`config.mk`:
```
export PLATFORM = sky130hd
export DESIGN_NAME = hazard_scoreboard_unit
export DESIGN_NICKNAME = d
export VERILOG_FILES = /design/src/rtl/hazard_pkg.sv /design/src/rtl/scoreboard_entry.sv /design/src/rtl/hazard_scoreboard_unit.sv
export SDC_FILE = /design/constraint.sdc
export NUM_CORES = 1
export LEC_CHECK = 0
export ABC_AREA = 1
export CAP_MARGIN = 10
export CELL_PAD_IN_SITES_DETAIL_PLACEMENT = 1
export CELL_PAD_IN_SITES_GLOBAL_PLACEMENT = 1
export CORE_ASPECT_RATIO = 0.5
export CORE_MARGIN = 2
export CORE_UTILIZATION = 41
export CTS_CLUSTER_DIAMETER = 120
export CTS_CLUSTER_SIZE = 25
export DETAILED_ROUTE_END_ITERATION = 6
export PLACE_DENSITY_LB_ADDON = 0.1
export SETUP_SLACK_MARGIN = 0.1
export SYNTH_ARGS = -nofsm -noshare
export SYNTH_HDL_FRONTEND = slang
export SYNTH_SLANG_ARGS = --single-unit
```
`constraint.sdc`:
```
create_clock -name clk -period 4.05 [get_ports clk]
set_clock_uncertainty 0.15 [all_clocks]
set_input_delay 0.6075 -clock clk [delete_from_list [all_inputs] [get_ports clk]]
set_output_delay 0.6075 -clock clk [all_outputs]
set_load 0.03 [all_outputs]
```
`src/rtl/hazard_pkg.sv`:
```
// Shared encodings for the decode-stage latency scoreboard.
package hazard_pkg;

    // Default latency field width; the top exposes it as a parameter.
    localparam int DEF_LAT_W = 3;

    typedef logic [DEF_LAT_W-1:0] lat_t;

    // Entry encodings: all-zero is free, all-ones waits on a writeback.
    localparam lat_t LAT_FREE = '0;
    localparam lat_t LAT_VAR  = '1;

    // A latency of zero or all-ones on the issue side both mean "variable".
    function automatic logic is_var_lat(input lat_t lat);
        return (lat == LAT_FREE) || (lat == LAT_VAR);
    endfunction

endpackage

```
`src/rtl/scoreboard_entry.sv`:
```
// One scoreboard counter: set on issue, cleared by writeback when it is
// waiting on a variable-latency result, otherwise counting down to free.
module scoreboard_entry #(
    parameter int LAT_W = 3
) (
    input  logic             clk,
    input  logic             rst,
    input  logic             set,
    input  logic [LAT_W-1:0] set_val,
    input  logic             wb_clear,
    output logic [LAT_W-1:0] cnt
);

    localparam logic [LAT_W-1:0] VAR_CODE  = {LAT_W{1'b1}};
    localparam logic [LAT_W-1:0] FREE_CODE = '0;

    // Priority: new issue, then writeback clear, then countdown, else hold.
    always_ff @(posedge clk) begin
        if (rst) begin
            cnt <= FREE_CODE;
        end else if (set) begin
            cnt <= set_val;
        end else if ((cnt == VAR_CODE) && wb_clear) begin
            cnt <= FREE_CODE;
        end else if ((cnt != FREE_CODE) && (cnt != VAR_CODE)) begin
            cnt <= cnt - 1'b1;
        end
    end

endmodule

```
`src/rtl/hazard_scoreboard_unit.sv`:
```
// Decode-stage hazard unit: per-register latency scoreboard gating issue on
// RAW, WAW and drain hazards, with taken-branch flush and a stall counter.
// Handshake: the instruction in decode (issue_valid) leaves exactly in a cycle
// where issue_fire=1; while stall=1 decode must hold the same instruction.
module hazard_scoreboard_unit
    import hazard_pkg::*;
#(
    parameter int NUM_REGS    = 32,
    parameter int REG_ADDR_W  = 5,
    parameter int LAT_W       = DEF_LAT_W,
    parameter int FWD_EN      = 1,
    parameter int STALL_CNT_W = 16
) (
    input  logic                   clk,
    input  logic                   rst,
    input  logic                   issue_valid,
    input  logic [REG_ADDR_W-1:0]  rs1_decode,
    input  logic [REG_ADDR_W-1:0]  rs2_decode,
    input  logic                   rs1_used,
    input  logic                   rs2_used,
    input  logic [REG_ADDR_W-1:0]  rd_decode,
    input  logic                   rd_write,
    input  logic [LAT_W-1:0]       issue_lat,
    input  logic                   wb_valid,
    input  logic [REG_ADDR_W-1:0]  wb_rd,
    input  logic                   branch_taken,
    input  logic                   drain_req,
    output logic                   stall,
    output logic                   flush_fetch,
    output logic                   flush_decode,
    output logic                   flush_execute,
    output logic                   issue_fire,
    output logic                   drain_done,
    output logic [NUM_REGS-1:0]    pending_mask,
    output logic [STALL_CNT_W-1:0] stall_cycles
);

    localparam logic [LAT_W-1:0] VAR_CODE  = {LAT_W{1'b1}};
    localparam logic [LAT_W-1:0] FREE_CODE = '0;
    // Largest remaining count a consumer may still issue against.
    localparam logic [LAT_W-1:0] FWD_THR   = (FWD_EN != 0) ? LAT_W'(1) : '0;

    logic [NUM_REGS-1:0][LAT_W-1:0] cnt;
    logic [LAT_W-1:0]               set_val;
    logic [LAT_W-1:0]               c_rs1, c_rs2, c_rd;
    logic                           raw1, raw2, waw, drain_hz, hz;

    // x0 is hardwired free.
    assign cnt[0]          = FREE_CODE;
    assign pending_mask[0] = 1'b0;

    // Zero and all-ones issue latencies both start a writeback-wait entry.
    assign set_val = ((issue_lat == FREE_CODE) || (issue_lat == VAR_CODE)) ? VAR_CODE : issue_lat;

    for (genvar r = 1; r < NUM_REGS; r++) begin : g_entry
        scoreboard_entry #(.LAT_W(LAT_W)) u_entry (
            .clk      (clk),
            .rst      (rst),
            .set      (issue_fire && rd_write && (rd_decode == REG_ADDR_W'(r))),
            .set_val  (set_val),
            .wb_clear (wb_valid && (wb_rd == REG_ADDR_W'(r))),
            .cnt      (cnt[r])
        );
        assign pending_mask[r] = (cnt[r] != FREE_CODE);
    end

    // Hazard detection, branch priority and issue handshake.
    always_comb begin
        c_rs1 = cnt[rs1_decode];
        c_rs2 = cnt[rs2_decode];
        c_rd  = cnt[rd_decode];

        raw1 = rs1_used && (rs1_decode != '0) && ((c_rs1 == VAR_CODE) || (c_rs1 > FWD_THR));
        raw2 = rs2_used && (rs2_decode != '0) && ((c_rs2 == VAR_CODE) || (c_rs2 > FWD_THR));
        waw  = rd_write && (rd_decode != '0) && (c_rd != FREE_CODE) &&
               ((c_rd == VAR_CODE) || (issue_lat == FREE_CODE) || (c_rd >= issue_lat));
        drain_hz = drain_req && (pending_mask != '0);
        hz       = issue_valid && (raw1 || raw2 || waw || drain_hz);

        flush_fetch   = branch_taken;
        flush_decode  = branch_taken;
        flush_execute = branch_taken;
        stall         = hz && !branch_taken;
        issue_fire    = issue_valid && !stall && !branch_taken;
        drain_done    = (pending_mask == '0);
    end

    // Saturating count of stalled cycles.
    always_ff @(posedge clk) begin
        if (rst) begin
            stall_cycles <= '0;
        end else if (stall && (stall_cycles != {STALL_CNT_W{1'b1}})) begin
            stall_cycles <= stall_cycles + 1'b1;
        end
    end

endmodule

```
# After elaboration in Yosys (flattened, before gate mapping)
# Index checks and enable logic that the tools add are counted.
# word_totals
regBits,109
latch_bits,0
ram_bits,0
mem_bits_ro,0
in_bits,32
output_inout_bits,54
word_cells,516
n_memories,0
# classes
n_addsub,32
multipliers,0
div_mod_pow,0
magnitude_cmp,6
n_eq_ne,129
shifts,0
mux,100
n_bitwise,0
n_reduce_logical,217
# op_table
operator,count
3-bit 2-to-1 mux,97
3-bit nonzero test,63
"5-bit == test, second input constant",32
1-bit logical AND,138
"3-bit == test, second input constant",35
"3-bit inequality test, second input constant",31
"3-bit by 1-bit subtractor with 3-bit output, second input constant",31
"5-bit by 4-bit == test with 1-bit output, second input constant",16
3-bit binary-select mux with 5-bit select,3
"5-bit by 3-bit == test with 1-bit output, second input constant",8
32-bit logical NOT,1
32-bit nonzero test,1
"5-bit by 2-bit == test with 1-bit output, second input constant",4
"5-bit by 6-bit < comparator with 1-bit output, second input constant",3
"16-bit by 1-bit adder with 16-bit output, second input constant",1
"16-bit inequality test, second input constant",1
5-bit nonzero test,3
"5-bit by 1-bit == test with 1-bit output, second input constant",2
1-bit logical OR,8
"3-bit by 1-bit greater-than comparator with 1-bit output, second input constant",2
3-bit >= comparator,1
3-bit logical NOT,1
1-bit logical NOT,2

# Logic depth before layout (Yosys ltp)
# logic_depth
depth_word,16
mapped_depth,27
ltp_nobuf,24

# Hierarchy
# Synthesis repeated with hierarchy kept, for this count alone.
# unflattened
cells_unflattened,2141
hier_area_um2,12081.6
# modules_own_cells
mod,instances,cells_each,area_each_um2,seq_area_each_um2
scoreboard_entry,31,41,259.0,60.1
hazard_scoreboard_unit,1,870,4052.6,320.3

# Worst setup path after synthesis
# Ideal clock, no wire load.
# synth_path
kind,in2reg
start,in rd_decode[0]
end,reg g_entry[2].u_entry.cnt[1]
setup_time_ps,110
arrival_time_ps,3149
t_required_ps,3790
slack_ps,641
path_stages,24
n_path_buf,3
path_cell_list,buf_4 -> inv_2 -> nand2_4 -> nor2_2 -> nand2_1 -> nand3_1 -> nor2_1 -> nand3_1 -> nand2_1 -> ha_1 -> o21ai_0 -> nand2_1 -> a211oi_1 -> nand2_1 -> nand2_2 -> nand3_2 -> nor2_4 -> buf_6 -> buf_4 -> nand2_1 -> nand3_1 -> nand3_1 -> nand2_1 -> inv_1
# synth_via
elab_chain_len,16
word_cells_on_any_way,23
cone_classes,order compare: 1; eq/ne: 2; mux: 3; reduce/logical: 17
# synth_lines
item,line,text
from (decl),hazard_scoreboard_unit.sv:21,"input logic [REG_ADDR_W-1:0] rd_decode,"
"parallel branches: the longest is 14 deep, another holds 3-bit >= comparator",n/a,
1-bit logical AND *,hazard_scoreboard_unit.sv:59,".set (issue_fire && rd_write && (rd_decode == REG_ADDR_W'(r))),"
3-bit nonzero test (no line) or 3-bit 2-to-1 mux (tied branches),n/a,
to (signal assigned),scoreboard_entry.sv:22,cnt <= set_val;
to (signal assigned),scoreboard_entry.sv:26,cnt <= cnt - 1'b1;
to (decl),scoreboard_entry.sv:11,output logic [LAT_W-1:0] cnt
# Mark *: on every way between the ends. The select of a mux whose other input is x is not followed.
# A chain may end at the register's enable or synchronous reset.

# Final worst setup path
# layout_path
start,in rd_decode[0]
end,out issue_fire
# layout_via
elab_chain_len,13
word_cells_on_any_way,18
cone_classes,order compare: 1; eq/ne: 1; mux: 2; reduce/logical: 14
# layout_lines
item,line,text
"parallel branches: the longest is 5 deep, another holds 3-bit >= comparator",n/a,
1-bit logical AND *,hazard_scoreboard_unit.sv:75,waw = rd_write && (rd_decode != '0) && (c_rd != FREE_CODE) &&
1-bit logical OR * (2 in series),hazard_scoreboard_unit.sv:78,hz = issue_valid && (raw1 || raw2 || waw || drain_hz);
1-bit logical AND *,hazard_scoreboard_unit.sv:78,
1-bit logical AND *,hazard_scoreboard_unit.sv:83,stall = hz && !branch_taken;
1-bit logical NOT *,hazard_scoreboard_unit.sv:84,issue_fire = issue_valid && !stall && !branch_taken;
1-bit logical AND * (2 in series),hazard_scoreboard_unit.sv:84,
to (decl),hazard_scoreboard_unit.sv:32,"output logic issue_fire,"
# Marks and branches as above.

==> summary.md <==
| Metric | Value |
|---|---|
| Post-Layout Cell Count | `between 2,000 and 3,000` |
| Crit path from | `rd_decode[0]` |
| WL final | `between 50 and 60 mm` |
| Synth top area share | `0.195` |
| Grt ovf | `0` |
| Critical setup path kind | `in2out` |
| Cells after Synth | `2,001` |
| GRT Total Usage | `0.387` |
| Fin. max-slew vios | `0` |
| Post-DR wirelength/cell | `roughly 22 um` |
| Pwr Density | `760 nW/um^2` |
| Design area | `13,800 um^2` |
| Row cnt | `42` |
| Cells after DPL | `between 2,000 and 2,500` |
| Seq/Total Area, Yosys | `0.194` |
| Worst slew pin tran | `roughly 1.2 ns` |
| CP Launch Type | `primary input` |
| Worst R2R Start | `g_entry[14].u_entry.cnt[1]$_SDFFE_PP0P_` |
| Share of power burned in registers | `0.224` |
| Max cap viols | `0` |
| Pin count of the biggest net entering global routing | `55` |
| Die width | `238 um` |
| Core Footprint | `26,700 um^2` |
| Starting density of the core | `0.421` |
| Nets | `2,278` |
| DIE HEIGHT | `between 100 and 150 um` |
| Clock sinks | `approximately 110` |
| Switching Share | `0.558` |
| Worst-path clk slew | `around 0.070 ns` |
| WP data required | `approximately 3.3 ns` |
| Placed Area | `around 13,000 um^2` |
| Hpwl dp | `roughly 44 mm` |
| Final Cycle Share | `0.945` |
| Die area | `between 20,000 and 30,000 um^2` |
| DRT Pass-1 Iters | `6` |
| Leak | `6.79 nW` |
| Crit path DAT | `roughly 3 ns` |
| P_sw | `5.85 mW` |
| Post-synth EDFFs | `0` |
| Maximum VDD drop | `around 0.00033 V` |
| Hold Crit Class | `reg2reg` |
| Num CTS Buffers | `9` |
| Yosys top cell by area | `nand2_1` |
| Worst-case headroom to the max-slew limit | `0.194` |
| Final min period | `~3.8 ns` |
| Crit Path Max Fanout | `7` |
| CTS H-tree depth | `3` |
| Outcome | `finished, final reports clean` |
| Port bufs | `between 80 and 90` |
| F_max | `around 260 MHz` |
| Syn avg cell area | `5.62 um^2` |
| Cell with the most instances after synthesis | `nand2_1` |
| Routed Antenna Nets | `0` |
| Hold Crit Start | `stall_cycles[15]$_SDFFE_PP0P_` |
| Final Hold Fails | `0` |
| Vias in the first global route | `13,600` |
| Logic gate share of total power | `0.670` |
| P_int | `4.64 mW` |
| Placer congestion estimate | `about 1` |
| Synthesized flop and latch total | `about 110` |
| Area Overhead vs Synth | `22.6%` |
| Drt initial violations | `between 1,000 and 1,500` |
| Worst-Skew Late Latency | `approximately 0.4 ns` |
| Ys flop type | `dfxtp_1` |
| Async S/R FF share, synth | `0` |
| Library cells used by synthesis | `37` |
| Via density | `5.74` |
| Synth top cells by count | `nand2_1, nor2_1, inv_1` |
| Post-Syn Area | `11,200 um^2` |
| Clock tree from TritonCTS | `done` |
| Final setup violating endpoints | `0` |
| RSZ-0062 raised after global routing | `no` |
| Initial antenna violation count | `1` |
| Global-route wire length before repair | `approximately 83 mm` |
| Syn nets | `~2,100` |
| Clock power share | `0.106` |
| Root Buffer | `clkbuf_16` |
| Yosys warns | `0` |
| Hold Buf Count CTS | `0` |
| Vias | `roughly 14,000` |
| Synth top area cells | `nand2_1, dfxtp_1, nor2_1` |
| Crit path capture type | `output pin` |
| Clock Tree Buf Depth | `2` |
| Residual DRC count | `0` |
| Layout cells sized above 1 | `0.0985` |
| Top-level I/O count | `86` |
-- flip-flops by register name (all words and copies together) (netlist names) --
name and flops:
g_entry.u_entry.cnt 93, stall_cycles 16
-- cell families after synthesis --
family / Yosys count / share of synthesized area
AO/OA/AOI/OAI: 185 / 0.0855
XOR/XNOR: 38 / 0.0296
adder cells (fa/ha/maj): 97 / 0.108
buffers and inverters: 305 / 0.109
flip-flops: 109 / 0.194
other: 1 / 0.000333
AND/OR/NAND/NOR: 1266 / 0.473
-- layer usage --
metal  track usage  vias to the layer above  part of all wire  wire length (um)
li1              -                     6668                 -                 -
met1         0.570                     6986              0.46             25700
met2         0.565                      652              0.41             22800
met3        0.0776                       84              0.11              6330
met4         0.110                        0             0.023              1310
met5             0                        -                 0                 0
-- cells in the final DEF (no fill, tap or decap), drive strengths merged, types with 3 or more instances in the layout --
cell / instances
nor3: 34
a21oi: 81
nor2: 347
buf: 128
bufinv: 3
dfxtp: 109
o21ai: 91
nand3: 208
xor2: 23
clkbuf: 13
nand4: 54
xnor2: 15
nor4: 19
clkdlybuf4s50: 76
nand2: 593
ha: 97
inv: 233
or2: 8
o211ai: 4
a21boi: 4
-- worst max-delay path, stage by stage --
cell and delay (ns):
clkdlybuf4s15_1 0.17, buf_6 0.15, inv_8 0.09, nand2_4 0.07
buf_4 0.12, nor2_1 0.09, buf_4 0.14, nor2_1 0.04
nand2_1 0.07, nand2_1 0.08, nand3_1 0.08, nand2_1 0.08
ha_1 0.30, o21ai_1 0.14, nand2_1 0.08, a211oi_2 0.18
nand2_1 0.09, nand2_2 0.12, nand3_4 0.08, buf_6 0.13
inv_2 0.04, buf_6 0.12
-- power by group through the flow --
stage	combinational, mW	clock (mW)	sequential [mW]
after floorplan	4.46	0	1.89
after global placement	6.58	0	2.30
after detailed placement	6.72	0	2.31
after CTS	6.84	1.12	2.29
after global routing	7.74	1.15	2.36
final	7.02	1.11	2.35
-- layout make-up --
cell class	count	area, um^2
inverter	233	882
clock buffer	11	253
multi-input combinational	1587	7980
sequential	109	2180
timing repair buffer	209	1950
fill	3779	12900
antenna	1	2.50
clock inverter	4	95.1
tap	352	440
-- final timing paths --
kind	slack (ns)	cells past startpoint	end
worst max register to register	0.27	19	g_entry[3].u_entry.cnt[2]$_SDFFE_PP0P_
worst min register to register	0.34	2	stall_cycles[15]$_SDFFE_PP0P_
worst max-delay path	0.22	22	issue_fire
worst min-delay path	0.34	2	stall_cycles[15]$_SDFFE_PP0P_
-- repair_timing --
item                       4_1_cts  5_1_grt
setup endpoints to repair       25       74
buffers inserted                 8        5
cloned                           0        1
pin swaps                       17       19
gates resized for setup         29       46
-- stage by stage --
step | utilization | setup WS, ns | total power, mW | TNS [ns] | hold WS (ns)
floorplan | - | 0.641 | 6.35 | 0 | 0.331
global placement | 0.491 | -0.289 | 8.89 | -21.35 | 0.323
detailed placement | 0.491 | -0.364 | 9.03 | -25.46 | 0.327
CTS | 0.510 | 0.107 | 10.2 | 0 | 0.337
global route | 0.516 | 0.0823 | 11.2 | 0 | 0.350
finish | 0.516 | 0.224 | 10.5 | 0 | 0.335
Power figures use the tool's default switching activity.
